--- config.mk ---
export PLATFORM = sky130hd
export DESIGN_NAME = cnt_irq_master_flat
export DESIGN_NICKNAME = d
export VERILOG_FILES = /design/src/rtl/cnt_irq_master_if.sv /design/src/rtl/cnt_irq_master.sv /design/src/flat_wrapper.sv
export SDC_FILE = /design/constraint.sdc
export NUM_CORES = 1
export LEC_CHECK = 0
export CAP_MARGIN = 20
export CORE_ASPECT_RATIO = 0.75
export CORE_MARGIN = 2
export CORE_UTILIZATION = 25
export CTS_BUF_LIST = sky130_fd_sc_hd__clkbuf_8
export CTS_CLUSTER_SIZE = 40
export DETAILED_ROUTE_END_ITERATION = 10
export GPL_ROUTABILITY_DRIVEN = 0
export GPL_TIMING_DRIVEN = 0
export SYNTH_ARGS = -nofsm -noshare
export SYNTH_HDL_FRONTEND = slang
export SYNTH_SLANG_ARGS = --single-unit
--- constraint.sdc ---
create_clock -name clk -period 2.2 [get_ports clk]
set_input_delay 0.44 -clock clk [delete_from_list [all_inputs] [get_ports clk]]
set_output_delay 0.44 -clock clk [all_outputs]
set_load 0.03 [all_outputs]
--- src/rtl/cnt_irq_master_if.sv ---
// Register-bus and event-port signals shared by cnt_irq_master (master side)
// and the counter block / event consumer (slave side).
interface cnt_irq_master_if;
  logic        cs;
  logic        rw;
  logic [7:0]  addr;
  logic [31:0] wdata;
  logic [31:0] rdata;
  logic        evt_valid;
  logic        evt_ready;
  logic [3:0]  evt_id;
  logic [31:0] evt_data;

  modport master (
    output cs, rw, addr, wdata, evt_valid, evt_id, evt_data,
    input  rdata, evt_ready
  );

  modport slave (
    input  cs, rw, addr, wdata, evt_valid, evt_id, evt_data,
    output rdata, evt_ready
  );
endinterface

--- src/rtl/cnt_irq_master.sv ---
// Interrupt-servicing bus initiator: edge-detects irq lines, reads the winning channel's count,
// emits it as an event and, when CNT_IRQ_REARM_EN is defined, re-arms the channel with a write.
module cnt_irq_master #(
  parameter int unsigned NCH         = 10,
  parameter logic [7:0]  CNT_BASE    = 8'h40,
  parameter logic [7:0]  CTRL_BASE   = 8'h00,
  parameter int unsigned ADDR_STRIDE = 4,
  parameter int unsigned RD_LAT      = 1,
  parameter logic [31:0] REARM_VAL   = 32'h0000_0001
) (
  input  logic              clk,
  input  logic              rst,
  input  logic [NCH-1:0]    irq_i,
  cnt_irq_master_if.master  bus,
  output logic [NCH-1:0]    ovr_o,
  output logic              busy_o
);

`ifdef CNT_IRQ_REARM_EN
  typedef enum logic [2:0] {StIdle, StRd, StWait, StCap, StWr} state_e;
`else
  typedef enum logic [2:0] {StIdle, StRd, StWait, StCap} state_e;
  // Re-arm settings have no effect without the write phase.
  logic unused_rearm_cfg;
  assign unused_rearm_cfg = ^{CTRL_BASE, REARM_VAL};
`endif

  state_e         state_q, state_d;
  logic [NCH-1:0] irq_q, pend_q, pend_d, ovr_q, rise, clr;
  logic [3:0]     id_q, id_d, lowest;
  logic [2:0]     wcnt_q, wcnt_d;
  logic [31:0]    data_q, data_d;
  logic [7:0]     offset;

  assign rise   = irq_i & ~irq_q;
  assign offset = 8'(32'(id_q) * ADDR_STRIDE);
  // A new edge in the same cycle as the service clear keeps the channel pending.
  assign pend_d = (pend_q & ~clr) | rise;

  always_comb begin
    lowest = '0;
    for (int i = NCH - 1; i >= 0; i--) begin
      if (pend_q[i]) lowest = 4'(i);
    end
  end

  always_comb begin
    state_d       = state_q;
    id_d          = id_q;
    wcnt_d        = wcnt_q;
    data_d        = data_q;
    clr           = '0;
    bus.cs        = 1'b0;
    bus.rw        = 1'b0;
    bus.addr      = '0;
    bus.wdata     = '0;
    bus.evt_valid = 1'b0;
    unique case (state_q)
      StIdle: begin
        if (|pend_q) begin
          id_d    = lowest;
          state_d = StRd;
        end
      end
      StRd: begin
        bus.cs   = 1'b1;
        bus.addr = CNT_BASE + offset;
        clr      = NCH'(1) << id_q;
        wcnt_d   = '0;
        state_d  = StWait;
      end
      StWait: begin
        if (wcnt_q == 3'(RD_LAT - 1)) begin
          data_d  = bus.rdata;
          state_d = StCap;
        end else begin
          wcnt_d = wcnt_q + 3'd1;
        end
      end
      StCap: begin
        bus.evt_valid = 1'b1;
        if (bus.evt_ready) begin
`ifdef CNT_IRQ_REARM_EN
          state_d = StWr;
`else
          state_d = StIdle;
`endif
        end
      end
`ifdef CNT_IRQ_REARM_EN
      StWr: begin
        bus.cs    = 1'b1;
        bus.rw    = 1'b1;
        bus.addr  = CTRL_BASE + offset;
        bus.wdata = REARM_VAL;
        state_d   = StIdle;
      end
`endif
      default: state_d = StIdle;
    endcase
  end

  assign bus.evt_id   = id_q;
  assign bus.evt_data = data_q;
  assign ovr_o        = ovr_q;
  assign busy_o       = (state_q != StIdle);

  always_ff @(posedge clk) begin
    if (rst) begin
      state_q <= StIdle;
      irq_q   <= '0;
      pend_q  <= '0;
      ovr_q   <= '0;
      id_q    <= '0;
      wcnt_q  <= '0;
      data_q  <= '0;
    end else begin
      state_q <= state_d;
      irq_q   <= irq_i;
      pend_q  <= pend_d;
      ovr_q   <= rise & pend_q;
      id_q    <= id_d;
      wcnt_q  <= wcnt_d;
      data_q  <= data_d;
    end
  end

endmodule

--- src/flat_wrapper.sv ---
// flat-port wrapper written by rule: the top's interface ports become plain ports
module cnt_irq_master_flat 
#(
  parameter int unsigned NCH         = 10,
  parameter logic [7:0]  CNT_BASE    = 8'h40,
  parameter logic [7:0]  CTRL_BASE   = 8'h00,
  parameter int unsigned ADDR_STRIDE = 4,
  parameter int unsigned RD_LAT      = 1,
  parameter logic [31:0] REARM_VAL   = 32'h0000_0001
)
  (clk, rst, irq_i, ovr_o, busy_o, bus_cs, bus_rw, bus_addr, bus_wdata, bus_evt_valid, bus_evt_id, bus_evt_data, bus_rdata, bus_evt_ready);
  cnt_irq_master_if bus_i ();
  input  logic clk;
  input  logic rst;
  input  logic [NCH-1:0] irq_i;
  output logic [NCH-1:0] ovr_o;
  output logic busy_o;
  output wire logic [$bits(bus_i.cs)-1:0] bus_cs;
  output wire logic [$bits(bus_i.rw)-1:0] bus_rw;
  output wire logic [$bits(bus_i.addr)-1:0] bus_addr;
  output wire logic [$bits(bus_i.wdata)-1:0] bus_wdata;
  output wire logic [$bits(bus_i.evt_valid)-1:0] bus_evt_valid;
  output wire logic [$bits(bus_i.evt_id)-1:0] bus_evt_id;
  output wire logic [$bits(bus_i.evt_data)-1:0] bus_evt_data;
  input wire logic [$bits(bus_i.rdata)-1:0] bus_rdata;
  input wire logic [$bits(bus_i.evt_ready)-1:0] bus_evt_ready;
  assign bus_cs = bus_i.cs;
  assign bus_rw = bus_i.rw;
  assign bus_addr = bus_i.addr;
  assign bus_wdata = bus_i.wdata;
  assign bus_evt_valid = bus_i.evt_valid;
  assign bus_evt_id = bus_i.evt_id;
  assign bus_evt_data = bus_i.evt_data;
  assign bus_i.rdata = bus_rdata;
  assign bus_i.evt_ready = bus_evt_ready;
  cnt_irq_master #(.NCH(NCH), .CNT_BASE(CNT_BASE), .CTRL_BASE(CTRL_BASE), .ADDR_STRIDE(ADDR_STRIDE), .RD_LAT(RD_LAT), .REARM_VAL(REARM_VAL)) u_core (.clk(clk), .rst(rst), .irq_i(irq_i), .bus(bus_i), .ovr_o(ovr_o), .busy_o(busy_o));
endmodule
==> reports/qor.csv, run 1 <==
metric;value;unit
status;completed;
min_path_type;in2reg;
cts_buffers;9;
r2r-end;u_core.bus.evt_data[10];
io_buffer_count;97;
worstMarginPinSlew;0.583;ns
place_area;4310;µm²
fin_util;38.9;%
finalPower;4.73;mW
worstPathArrival;1.68;ns
use_met3;4.51;%
min_path_cells;2;
holdBufCountCts;0;
fin_area;4530;µm²
ir_worst_vdd;0.311;mV
area_growth_syn_to_layout;51.0;%
r2r_slack;0.37;ns
max_cap_viol_count;0;
period_share;96.2;%
layout-drive-gt1-share;13.9;%
dp_slack;-0.0282;ns
yosysSeqAreaShare;47.4;%
grt_use_met1;16.7;%
cts.sinks;71;
path_max_fanout;9;
design.core.area;11700;µm²
end_kind;output port;
clock_path_buffers;2;
mappedNetlistArea;3000;µm²
use_met2;18.5;%
gr-max-usage-layer;met2;
final.setup.tns;0;ns
setup_ws;0.0842;ns
finalHoldViolCount;0;
power_leakage;1.86;nW
viasPerCell;4.05;
clkTransAtPathRegs;0.08;ns
dieWidth;131;µm
hpwl;6.15;mm
first_pass_iters;4;
synth_edf_count;0;
cts_max_level;3;
critPathKind;reg2out;
die_area;12900;µm²
row_count;34;
hp-start;rst;
r2r.worst_path.cells;7;
synth.avg_cell_area;8.63;µm²
fmax;473;MHz
cts_setup_buffers;0;
setup_viol;0;
rsz0062_at_grt;false;
async_flop_share;0;%
clk_latency;0.36;ns
antenna_cells;0;
fin_worst_skew;0.0106;ns
cp_cell_sequence;inv_1 > ha_2 > and2_1 > clkdlybuf4s15_1;
slew_violations;0;
ys_types;43;
nNetsFinal;543;
vias;2661;
whs_endpoint;u_core.irq_q[6];
io_pins;135;
synthFlopType;dfxtp_1;
drt_iter0_markers;160;
initial_core_util;25.8;%
grt_pass1_wl;12.7;mm
worstPathRequired;1.76;ns
ant_nets;0;
cts-root-buf;clkbuf_8;
ys_ff_latch;71;
relSlewSlack;61.1;%
postRouteWirelength;7.94;mm
layout.cells.non_filler;657;
reg2reg_from;u_core.state_q[0];
overflow;0;
hold_slack;0.323;ns
dieHeight;98.9;µm
critPathSlowestCell;clkdlybuf4s15_1;
syn_inst;348;
dp_cells;642;
crit_path_start_kind;flop;
wl_per_cell;12.1;µm
cts_tree;done;
route.detailed.drc;0;
synth_warnings;0;
fin_crit;2.12;ns
slowest_delay;0.38;ns
power_density;1040;nW/µm²
grt_use_total;12.6;%
grt_max_degree;13;
grt_pass1_vias;2598;
antenna_found_initial;0;
## critical path, delay by kind of cell, from the launching register on
kind	cells	cell delay (ns)
flops	1	0.36
fa+ha+maj	1	0.31
simple gates	1	0.17
buf+inv	2	0.48
## layer usage
metal  wire length (µm)  up-vias  share of wire (%)
li1                   -     1356                  -
met3                459       14                5.8
met4                184        0                2.3
met1               3710     1206                 47
met2               3580       85                 45
met5                  0        -                  0
## worst max-delay path by stage
stage / slack [ns] / cells after the start / from / endpoint
6_report: 0.08 / 4 / u_core.state_q[1] / bus_addr[5]
5_1_grt: 0.0003 / 4 / u_core.state_q[1] / bus_addr[5]
4_1_cts: 0.01 / 5 / u_core.state_q[1] / bus_addr[2]
3_5_place_dp: -0.03 / 5 / u_core.state_q[1] / bus_addr[2]
3_3_place_gp: -0.003 / 5 / u_core.state_q[1] / bus_addr[4]
2_1_floorplan: 0.38 / 4 / u_core.state_q[1] / bus_addr[2]
## cell families (layout without fill, tap and decap cells)
family | count (synthesis) | count (layout) | synth area share, %
other cells | 1 | 36 | 0.125
simple gates | 130 | 130 | 21.2
compound gates | 65 | 65 | 13.0
fa+ha+maj | 7 | 7 | 2.92
buf+inv | 70 | 182 | 13.9
flops | 71 | 71 | 47.4
mux | 4 | 4 | 1.50
## cell usage after synthesis, drive strengths merged, types with 2 or more instances
| cell type | n | area (µm²) |
|---|---|---|
| inv | 17 | 63.8 |
| and3b | 5 | 43.8 |
| ha | 7 | 87.6 |
| mux2i | 3 | 30.0 |
| nor2b | 9 | 56.3 |
| nor3 | 4 | 20.0 |
| nor4 | 3 | 48.8 |
| clkbuf | 11 | 46.3 |
| nor2 | 15 | 56.3 |
| nor3b | 3 | 22.5 |
| a211oi | 3 | 22.5 |
| o31ai | 3 | 22.5 |
| nand2b | 6 | 37.5 |
| buf | 41 | 304 |
| nand3 | 4 | 25.0 |
| o311ai | 2 | 17.5 |
| dfxtp | 71 | 1420 |
| o21ai | 7 | 35.0 |
| nand2 | 75 | 282 |
| a21oi | 42 | 210 |
## area by class of cell
class / instances / area [µm²]
sequential: 71 / 1420
tap: 162 / 203
inverter: 18 / 67.6
clock inverter: 5 / 106
buffer: 52 / 350
clock buffer: 10 / 138
multi-input combinational: 242 / 1300
fill: 1227 / 7120
timing repair buffer: 97 / 950
## placed cells by master (no fill, tap or decap), types with 2 or more instances in the layout
master           netlist  final
clkdlybuf4s50_1        0     90
nor3_1                 4      4
nand2b_1               6      6
o21ai_0                7      7
nand3_1                3      3
clkbuf_8               0     10
nand2_1               75     75
ha_1                   7      6
dfxtp_1               71     71
nor4_4                 2      2
nor2_1                15     15
a211oi_1               3      3
clkdlybuf4s15_1        0      2
conb_1                 1     36
mux2i_1                3      3
inv_1                 17     17
clkbuf_1               9      9
clkbuf_2               1      5
buf_4                 37     37
buf_2                  3      3
bufinv_16              0      3
o31ai_1                3      3
o311ai_0               2      2
nor2b_1                9      9
a21oi_1               42     42
nor3b_1                3      3
and3b_1                5      5
## timing repair
| action | in CTS | in global routing |
|---|---|---|
| setup endpoints to repair | 7 | 6 |
| gates resized for setup | 11 | 7 |
| pin swaps | 0 | 0 |
| hold endpoints to repair | 0 | 0 |
## registers in the layout, summed over array words and instances, names as in the netlist
register             cells
u_core.irq_q            10
u_core.state_q           2
u_core.wcnt_q            3
u_core.bus.evt_data     32
u_core.pend_q           10
u_core.bus.evt_id        4
u_core.ovr_o            10
## where the power goes
group          switching (mW)  internal [mW]
clock                   0.500          0.780
sequential              0.146           1.49
combinational            1.12          0.694
Note: power is estimated with default switching activity, not from simulation.
==> run 2: changes to the inputs <==
--- a/config.mk
+++ b/config.mk
@@ -14,6 +14,7 @@
 export DETAILED_ROUTE_END_ITERATION = 10
 export GPL_ROUTABILITY_DRIVEN = 0
 export GPL_TIMING_DRIVEN = 0
+export SLEW_MARGIN = 20
 export SYNTH_ARGS = -nofsm -noshare
 export SYNTH_HDL_FRONTEND = slang
 export SYNTH_SLANG_ARGS = --single-unit
==> results of run 2 <==
Same layout as run 1: the final DEF is identical, and so are final timing and power.
